==> src/rtl/shift_seq.sv <==
// Load-then-shift sequencer driving a WIDTH-bit universal shift register (sel/i_par/lsb_in/msb_in).
// Optional macro SHIFT_SEQ_PAUSE_EN adds a pause input that stalls the SHIFT phase.
module shift_seq #(
    parameter int WIDTH = 4,
    parameter int CNT_W = $clog2(WIDTH + 1)
) (
    input  logic             clk,
    input  logic             rst,
    input  logic             in_valid,
    output logic             in_ready,
    input  logic [WIDTH-1:0] in_data,
    input  logic             in_dir,
    input  logic [CNT_W-1:0] in_len,
    input  logic             ser_in,
`ifdef SHIFT_SEQ_PAUSE_EN
    input  logic             pause,
`endif
    output logic [1:0]       sel,
    output logic [WIDTH-1:0] i_par,
    output logic             lsb_in,
    output logic             msb_in,
    output logic             busy,
    output logic             done
);

    typedef enum logic [1:0] {
        S_IDLE  = 2'd0,
        S_LOAD  = 2'd1,
        S_SHIFT = 2'd2,
        S_DONE  = 2'd3
    } state_t;

    localparam logic [CNT_W-1:0] LEN_MAX = CNT_W'(WIDTH);
    localparam logic [CNT_W-1:0] CNT_ONE = CNT_W'(1);

    state_t           state_q, state_d;
    logic [CNT_W-1:0] cnt_q, cnt_d;
    logic             dir_q, dir_d;
    logic [WIDTH-1:0] data_q, data_d;
    logic             stall;
    logic             shifting;

`ifdef SHIFT_SEQ_PAUSE_EN
    assign stall = pause;
`else
    assign stall = 1'b0;
`endif

    always_comb begin
        state_d = state_q;
        cnt_d   = cnt_q;
        dir_d   = dir_q;
        data_d  = data_q;
        case (state_q)
            S_IDLE: begin
                if (in_valid) begin
                    data_d  = in_data;
                    dir_d   = in_dir;
                    cnt_d   = (in_len > LEN_MAX) ? LEN_MAX : in_len;
                    state_d = S_LOAD;
                end
            end
            S_LOAD: begin
                state_d = (cnt_q == '0) ? S_DONE : S_SHIFT;
            end
            S_SHIFT: begin
                if (!stall) begin
                    cnt_d = cnt_q - CNT_ONE;
                    if (cnt_q == CNT_ONE) begin
                        state_d = S_DONE;
                    end
                end
            end
            default: begin
                state_d = S_IDLE;
            end
        endcase
    end

    always_ff @(posedge clk) begin
        if (rst) begin
            state_q <= S_IDLE;
            cnt_q   <= '0;
            dir_q   <= 1'b0;
            data_q  <= '0;
        end else begin
            state_q <= state_d;
            cnt_q   <= cnt_d;
            dir_q   <= dir_d;
            data_q  <= data_d;
        end
    end

    // Outputs are gated by rst so the datapath sees a clean hold while reset is held.
    assign shifting = !rst && (state_q == S_SHIFT) && !stall;
    assign in_ready = !rst && (state_q == S_IDLE);
    assign busy     = !rst && (state_q != S_IDLE);
    assign done     = !rst && (state_q == S_DONE);
    assign i_par    = (!rst && (state_q == S_LOAD)) ? data_q : '0;
    assign lsb_in   = shifting && !dir_q && ser_in;
    assign msb_in   = shifting && dir_q && ser_in;

    always_comb begin
        sel = 2'b00;
        if (!rst) begin
            if (state_q == S_LOAD) begin
                sel = 2'b11;
            end else if (shifting) begin
                sel = dir_q ? 2'b10 : 2'b01;
            end
        end
    end

endmodule

==> config.mk <==
export PLATFORM = sky130hd
export DESIGN_NAME = shift_seq
export DESIGN_NICKNAME = d
export VERILOG_FILES = /design/src/rtl/shift_seq.sv
export SDC_FILE = /design/constraint.sdc
export NUM_CORES = 1
export LEC_CHECK = 0
export BUFFER_PORTS_ARGS = -buffer_cell sky130_fd_sc_hd__buf_4
export CAP_MARGIN = 20
export CORE_UTILIZATION = 40
export CTS_CLUSTER_DIAMETER = 80
export CTS_CLUSTER_SIZE = 28
export DETAILED_ROUTE_END_ITERATION = 6
export GPL_TIMING_DRIVEN = 0
export MAX_ROUTING_LAYER = met4
export PLACE_DENSITY = 0.69
export SETUP_SLACK_MARGIN = 0.1
export SLEW_MARGIN = 20
export SYNTH_ARGS = -nofsm -noshare
export SYNTH_HDL_FRONTEND = slang
export SYNTH_SLANG_ARGS = --single-unit
==> constraint.sdc <==
create_clock -name clk -period 1.8 [get_ports clk]
set_input_delay 0 -clock clk [delete_from_list [all_inputs] [get_ports clk]]
set_output_delay 0 -clock clk [all_outputs]
set_load 0.02 [all_outputs]
# --- Word-level counts from Yosys, hierarchy flattened ---
# Cells that the tools add are included.
classes:
  eq_ne: 6
  n_lt_le_gt_ge: 1
  n_reduce_logical: 18
  add_sub_neg: 1
  mux: 12
ops:
  columns: ["operator", "count"]
  rows:
  - ["2-bit two-way mux", 6]
  - ["1-bit logical AND", 9]
  - ["3-bit two-way mux", 2]
  - ["2-bit one-hot mux with 3 select lines", 1]
  - ["3-bit one-hot mux with 2 select lines", 1]
  - ["2-bit AND reduction", 3]
  - ["2-bit == test, second input constant", 2]
  - ["4-bit two-way mux", 1]
  - ["2-bit != test, second input constant", 2]
  - ["2-bit nonzero test", 2]
  - ["3-bit by 1-bit == test with 1-bit output, second input constant", 1]
  - ["3-bit > comparator, second input constant", 1]
  - ["3-bit zero test", 1]
  - ["3-bit by 1-bit subtractor with 3-bit output, second input constant", 1]
  - ["2-bit by 1-bit == test with 1-bit output, second input constant", 1]
  - ["1-bit zero test", 2]
  - ["2-bit zero test", 1]
  - ["1-bit two-way mux", 1]
totals:
  out_inout_bits: 11
  inputBits: 12
  word_cells: 42
  register_bits: 10

# --- Depth between registers and ports, before layout ---
# Gate-level depths: netlist of run 1.
depth:
  word_depth: 5
  mapped_depth: 6
  ltp_nobuf: 5

# --- Least setup slack after synthesis of run 1 ---
# Ideal clock, no wire load.
synth_timing:
  kind: "flip-flop to flip-flop"
  from: "reg state_q[0]"
  to: "reg cnt_q[0]"
  period_less_slack_ps: 1519
  stages_incl_launch_ff: 6
  slack_ps: 281
  setup_time_ps: 74
  path_buffers: 0
  arrival_time_ps: 1445
  cell_sequence: "dfxtp_1 inv_1 ha_1 mux2i_1 or4b_1 a31oi_1"
synth_between:
  elab_chain_cells: 3
  elab_cells_between_ends: 6
  classes_between: "eq/ne: 2; mux: 1; reduce/logical: 3"
synth_lines:
  columns: ["element", "line", "rtl"]
  rows:
  - ["from (decl)", "36", "state_t state_q, state_d;"]
  - ["from (signal assigned)", "87", "state_q <= state_d;"]
  - ["2-bit == test / 2-bit zero test (equally long branches)", "54", "case (state_q)"]
  - ["2-bit nonzero test (no source line) / 2-bit != test (equally long branches)", null, null]
  - ["2-bit AND reduction (no source line)", null, null]
  - ["to (signal assigned)", "88", "cnt_q <= cnt_d;"]
  - ["to (decl)", "37", "logic [CNT_W-1:0] cnt_q, cnt_d;"]
# Parallel ways exist; a longest one is shown, timed or not.
# A chain may end at the register's enable or synchronous reset.

# --- Worst setup path after layout of run 1 ---
# Same ends and word-level chain as after synthesis.

==> key figures, run 1 <==
Run status
  – Run status: finished clean

Final layout
  – Fin cells: around 130
  – Finished layout cell area: 950 um2
  – Final Util: 61.6%
  – Syn-to-layout area delta: 40.8%
  – ANT cells: 0
  – Share of cells above drive strength 1: 28.7%
  – Nets: ~140

Placement
  – Final Wtd Congestion: 0.722
  – Dpl cells: 122
  – Cell Area, Placed: around 850 um2
  – Final HPWL DP: between 1 and 1.5 mm
  – Pre-CTS WS: 148 ps
  – IO Port Bufs: 21

Setup path
  – Crit-path cells: inv_1 -> ha_1 -> mux2i_2 -> or4b_1 -> a31oi_1
  – Critical Path Slowest Stage Cell: or4b_1
  – Worst setup EP type: flip-flop
  – CP max FO: 5
  – Worst EP required: 2010 ps
  – Max stage delay on crit path: 480 ps
  – CP Launch Type: flip-flop
  – Reg2reg setup slack: 190 ps
  – Critical Path AT: 1810 ps
  – Worst Setup Path Type: reg -> reg

Timing
  – Post-route clock period utilization: 89.2%
  – Final Hold Viols: 0
  – Slew headroom: 71.1%
  – Crit path time final: 1610 ps
  – RSZ-0062 raised after global routing: yes
  – Setup TNS: 0 ps
  – Max Clock Skew: 3.15 ps
  – PnR worst setup slack: 194 ps
  – Max-slew violations: 0
  – Fmax: 0.623 GHz
  – Tightest Pin Transition: 434 ps
  – Worst hold slack: 34.7 ps
  – Final setup fails: 0

Route
  – Drt pass-1 iters: 5
  – DR WL/cell: 12.3 um
  – Via count: 693
  – Vias/cell: 5.29
  – Met3 wire length: 102 um
  – Remaining DRCs: 0
  – Total wire length: 1.61 mm
  – First DRT Iteration DRCs: 7
  – Wl on met1: 738 um
  – DR top layer: met4
  – ANT nets after route: 0
  – WL met2: 725 um

GRT
  – GR Util All Layers: 19.6%
  – Pin count of the biggest net entering global routing: 11
  – Vias in the first global route: 628
  – Grt ovf: 0
  – Initial antenna violation count: 0
  – First-pass GRT wire length: 2.61 mm

Power and ir drop
  – Leakage power: 0.420 nW
  – Part of the power in registers: 27.6%
  – Net Sw Frac: 41.1%
  – Max VDD drop: between 700 and 800 uV
  – Design Power: 1.16 mW
  – Combinational Power Share: 53.9%
  – Net Switching: 477 uW
  – P per Cell Area: 1220 mW/mm2
  – Int Pwr: 684 uW
  – Clock network power share: 18.5%

Yosys
  – FF+latch count, synth: 10
  – Post-synth cell types: 27
  – Synth Cell Area: 674 um2
  – Seq/Total Area, Yosys: 29.7%
  – Largest area contributor in the netlist: dfxtp_1
  – Synth Warn #: 0
  – Post-synth EDFFs: 0
  – Share of the synthesized area in the top cell type: 29.7%
  – Post-synthesis area per instance: roughly 8 um2
  – Asr flop ratio synth: 0%
  – Most frequent cells after synthesis: 10 x dfxtp_1, 10 x nand2_1, 8 x a21oi_1, 8 x inv_1, 7 x ha_1
  – Prevailing post-synth register cell: dfxtp_1
  – Net Count, Synth: ~100
  – Main area contributors after synthesis: dfxtp_1 30%, ha_1 13%, a21oi_1 5.9%
  – Synth Instances: 85

CTS
  – Root buf cell: clkbuf_4
  – Post-CTS Setup Repair Bufs: 0
  – CTS H-tree lvls: 1
  – CTS Buffer Depth: 2
  – TritonCTS Buffers: 3
  – Insertion delay to the later sink of the worst-skew pair: 280 ps
  – CTS tree: built
  – Clock transition at path regs: 80 ps
  – Clock Sinks: 10

Floorplanning
  – # IOs: 23
  – Chip height: 43.1 um
  – Die Span X: 43.1 um
  – Row Count: 14
  – Initial Util: 43.8%
  – Die area: between 0.0015 and 0.002 mm2
  – Core ar.: around 0.0015 mm2

Run
  – Max_cap viols: 0

Hold path
  – Hold WC Path Type: in -> reg
-- critical path, delay by kind of cell, from the launching register on --
family,cells,cell delay (ps)
buffers and inverters,1,60
flip-flops,1,360
AND/OR/NAND/NOR,1,480
multiplexers,1,210
AO/OA/AOI/OAI,1,170
adder cells (fa/ha/maj),1,260
-- placed cells by master, fill, tap and decap left out, types with 2 or more instances in the layout --
cell           count
dfxtp_1            8
clkbuf_2           2
nor2_1             4
inv_1              8
clkbuf_4           3
o21ai_1            2
and4_1             2
ha_1               6
a21oi_1            8
nand3_1            6
nor2b_1            5
buf_4             22
dlygate4sd3_1      5
and2_1             4
nand2_1           10
dfxtp_2            2
-- what timing repair did --
item / CTS / global route
setup endpoints to repair: 2 / 14
resized for setup: 1 / 6
pin swaps: 0 / 0
hold buffers: 5 / 0
endpoints found under the hold margin: 5 / 0
-- cell type report --
class	instances	area (um2)
sequential	10	203
inverter	8	30.0
multi-input combinational	63	432
fill	152	592
clock buffer	4	36.3
timing repair buffer	26	208
tap	16	20.0
buffer	4	21.3
-- state kept, by name, summed over array words and instances (netlist names) --
name	count
data_q	4
cnt_q	3
state_q	2
dir_q	1
-- cell families (layout without fill, tap and decap cells) --
family / count (synthesis) / in the layout / synth area share (%)
AND/OR/NAND/NOR: 36 / 36 / 28.9
buffers and inverters: 12 / 42 / 7.24
AO/OA/AOI/OAI: 17 / 17 / 16.5
flip-flops: 10 / 10 / 29.7
adder cells (fa/ha/maj): 7 / 7 / 13.0
multiplexers: 3 / 3 / 4.64
-- per-layer routing --
layer / global-route usage, % / vias to the layer above
met5: - / -
li1: - / 357
met2: 30.6 / 29
met3: 3.83 / 4
met4: 12.7 / 0
met1: 22.6 / 303
-- path summary, 6_finish.rpt --
| kind | startpoint | to | cells after the start |
|---|---|---|---|
| max | state_q[0] | cnt_q[0] | 5 |
| min | in_len[2] | cnt_q[0] | 3 |
| max reg2reg | state_q[0] | cnt_q[0] | 5 |
| min reg2reg | data_q[2] | data_q[2] | 2 |
-- power groups by stage --
stage	clock [mW]	sequential [mW]	combinational, mW
2_1_floorplan	0	0.313	0.429
6_report	0.215	0.320	0.626
3_5_place_dp	0	0.322	0.595
3_3_place_gp	0	0.320	0.580
5_1_grt	0.223	0.329	0.693
4_1_cts	0.213	0.316	0.607
Note: power is estimated with default switching activity, not from simulation.
==> run 2, diff against run 1 <==
CTS_BUF_LIST = sky130_fd_sc_hd__clkbuf_8   (was not set)
==> key figures, run 2 (same netlist as run 1, synthesis figures left out) <==
Floorplanning
  – Die Span X: 43.1 um
  – Initial Util: 43.8%
  – # IOs: 23
  – Row Count: 14
  – Die area: 0.00185 mm2
  – Core ar.: 0.00154 mm2
  – Chip height: 43.1 um

Final layout
  – Multi-input gate area: about 430 um2
  – Largest register FFs: 4
  – Fin cells: roughly 130
  – Most frequent cells in the layout: 22 x buf_4, 10 x nand2_1, 9 x dfxtp_1, 8 x inv_1, 8 x a21oi_1
  – Top flop regs: data_q: 4 flops, cnt_q: 3 flops, state_q: 2 flops
  – Commonest non-fill, non-tap cell in the layout: buf_4
  – Largest Register: data_q
  – Sequential Area: 201 um2
  – Share of cells above drive strength 1: 29.1%
  – ANT cells: 0
  – Nets: 130
  – Syn-to-layout area delta: 36.2%
  – Fill cell count: 162

CTS
  – CTS Buffer Depth: 2
  – Insertion delay to the later sink of the worst-skew pair: 230 ps
  – CTS H-tree lvls: 1
  – TritonCTS Buffers: 3
  – Clock Sinks: 10
  – Clock transition at path regs: about 50 ps
  – CTS tree: built
  – Root buf cell: clkbuf_8

Setup path
  – Critical Path AT: around 1700 ps
  – Worst Setup Path Type: reg -> reg
  – CP max FO: 5
  – Worst setup EP type: flip-flop
  – CP Launch Type: flip-flop
  – Worst EP required: 1960 ps

Power and ir drop
  – Max VDD drop: 599 uV
  – Clock network power share: 23.1%
  – Combinational Power Share: roughly 51%
  – Int Pwr: 746 uW
  – Leakage power: 0.402 nW
  – Net Switching: around 470 uW
  – Part of the power in registers: 26.3%
  – Net Sw Frac: 38.7%
  – P per Cell Area: 1320 mW/mm2

Route
  – ANT nets after route: 0
  – Total wire length: 1.50 mm
  – Vias/cell: 5.20
  – DR WL/cell: 11.9 um
  – First DRT Iteration DRCs: 13
  – Drt pass-1 iters: 4
  – Remaining DRCs: 0
  – Via count: 655

GRT
  – Pin count of the biggest net entering global routing: 11
  – Initial antenna violation count: 0
  – Vias in the first global route: 617
  – Grt ovf: 0
  – First-pass GRT wire length: 2.55 mm
  – GR Util All Layers: 18.6%

Timing
  – Tightest Pin Transition: 437 ps
  – Setup TNS: 0 ps
  – RSZ-0062 raised after global routing: no
  – Final setup fails: 0
  – Crit path time final: 1580 ps
  – Max-slew violations: 0
  – Post-route clock period utilization: between 80% and 90%
  – Final Hold Viols: 0
  – Worst hold slack: around 23 ps
  – Slew headroom: between 70 and 80%
  – Max Clock Skew: ~2.2 ps
  – Fmax: 0.635 GHz

Run status
  – Run status: finished clean

Placement
  – IO Port Bufs: 21
  – Final Wtd Congestion: 0.722
  – Final HPWL DP: between 1 and 1.5 mm
  – Dpl cells: between 100 and 150

Run
  – Max_cap viols: 0

Hold path
  – Hold WC Path Type: in -> reg
[run 2: cell types whose count changed in the layout (fill, tap and decap cells not counted), sizes merged]
cell,before,now
dlygate4sd3,5,0
buf,22,23
clkbuf,7,6
[run 2: power groups by stage]
stage	sequential [mW]	combinational (mW)	clock (mW)
global route	0.328	0.685	0.298
detailed placement	0.322	0.595	0
CTS	0.317	0.598	0.285
finish	0.319	0.617	0.281
floorplan	0.313	0.429	0
global placement	0.320	0.580	0
[run 2: per-stage QoR]
stage	utilization, %	power [mW]	instance area, um2	setup WS (ps)
floorplan	-	0.742	674	281
global placement	55.3	0.900	852	145
detailed placement	55.3	0.917	852	148
CTS	58.8	1.20	907	133
global route	59.6	1.31	918	104
finish	59.6	1.22	918	224
[run 2: final cells by class]
type,count,area share [%]
clock buffer,4,5.99
timing repair buffer,21,17.2
buffer,4,2.18
tap,16,2.18
inverter,8,3.27
multi-input combinational,63,47.3
sequential,10,21.9
[run 2: final timing paths]
kind         startpoint   endpoint  slack [ps]  cells after the start
min          in_data[3]  data_q[3]          20                      3
max reg2reg  state_q[1]   cnt_q[0]         220                      5
max          state_q[1]   cnt_q[0]         220                      5
min reg2reg   data_q[3]  data_q[3]         450                      2
[run 2: layer usage]
metal | GRT usage, % | share of wire, %
met1 | 22.6 | 48
met2 | 29.7 | 46
met3 | 4.26 | 5.5
met4 | 7.27 | 0.93
met5 | - | 0
[run 2: what timing repair did]
item                                    4_1_cts  5_1_grt
buffers inserted                              0        0
gates resized for setup                       0        7
endpoints found under the setup margin        0       13
endpoints found under the hold margin         0        0
hold buffers                                  0        0
[run 2: worst max-delay path, cell delays in order, from the launching register on]
cell and delay (ps):
dfxtp_1 380, inv_1 80, ha_2 210, mux2i_2 190
or4b_1 480, a31oi_1 170
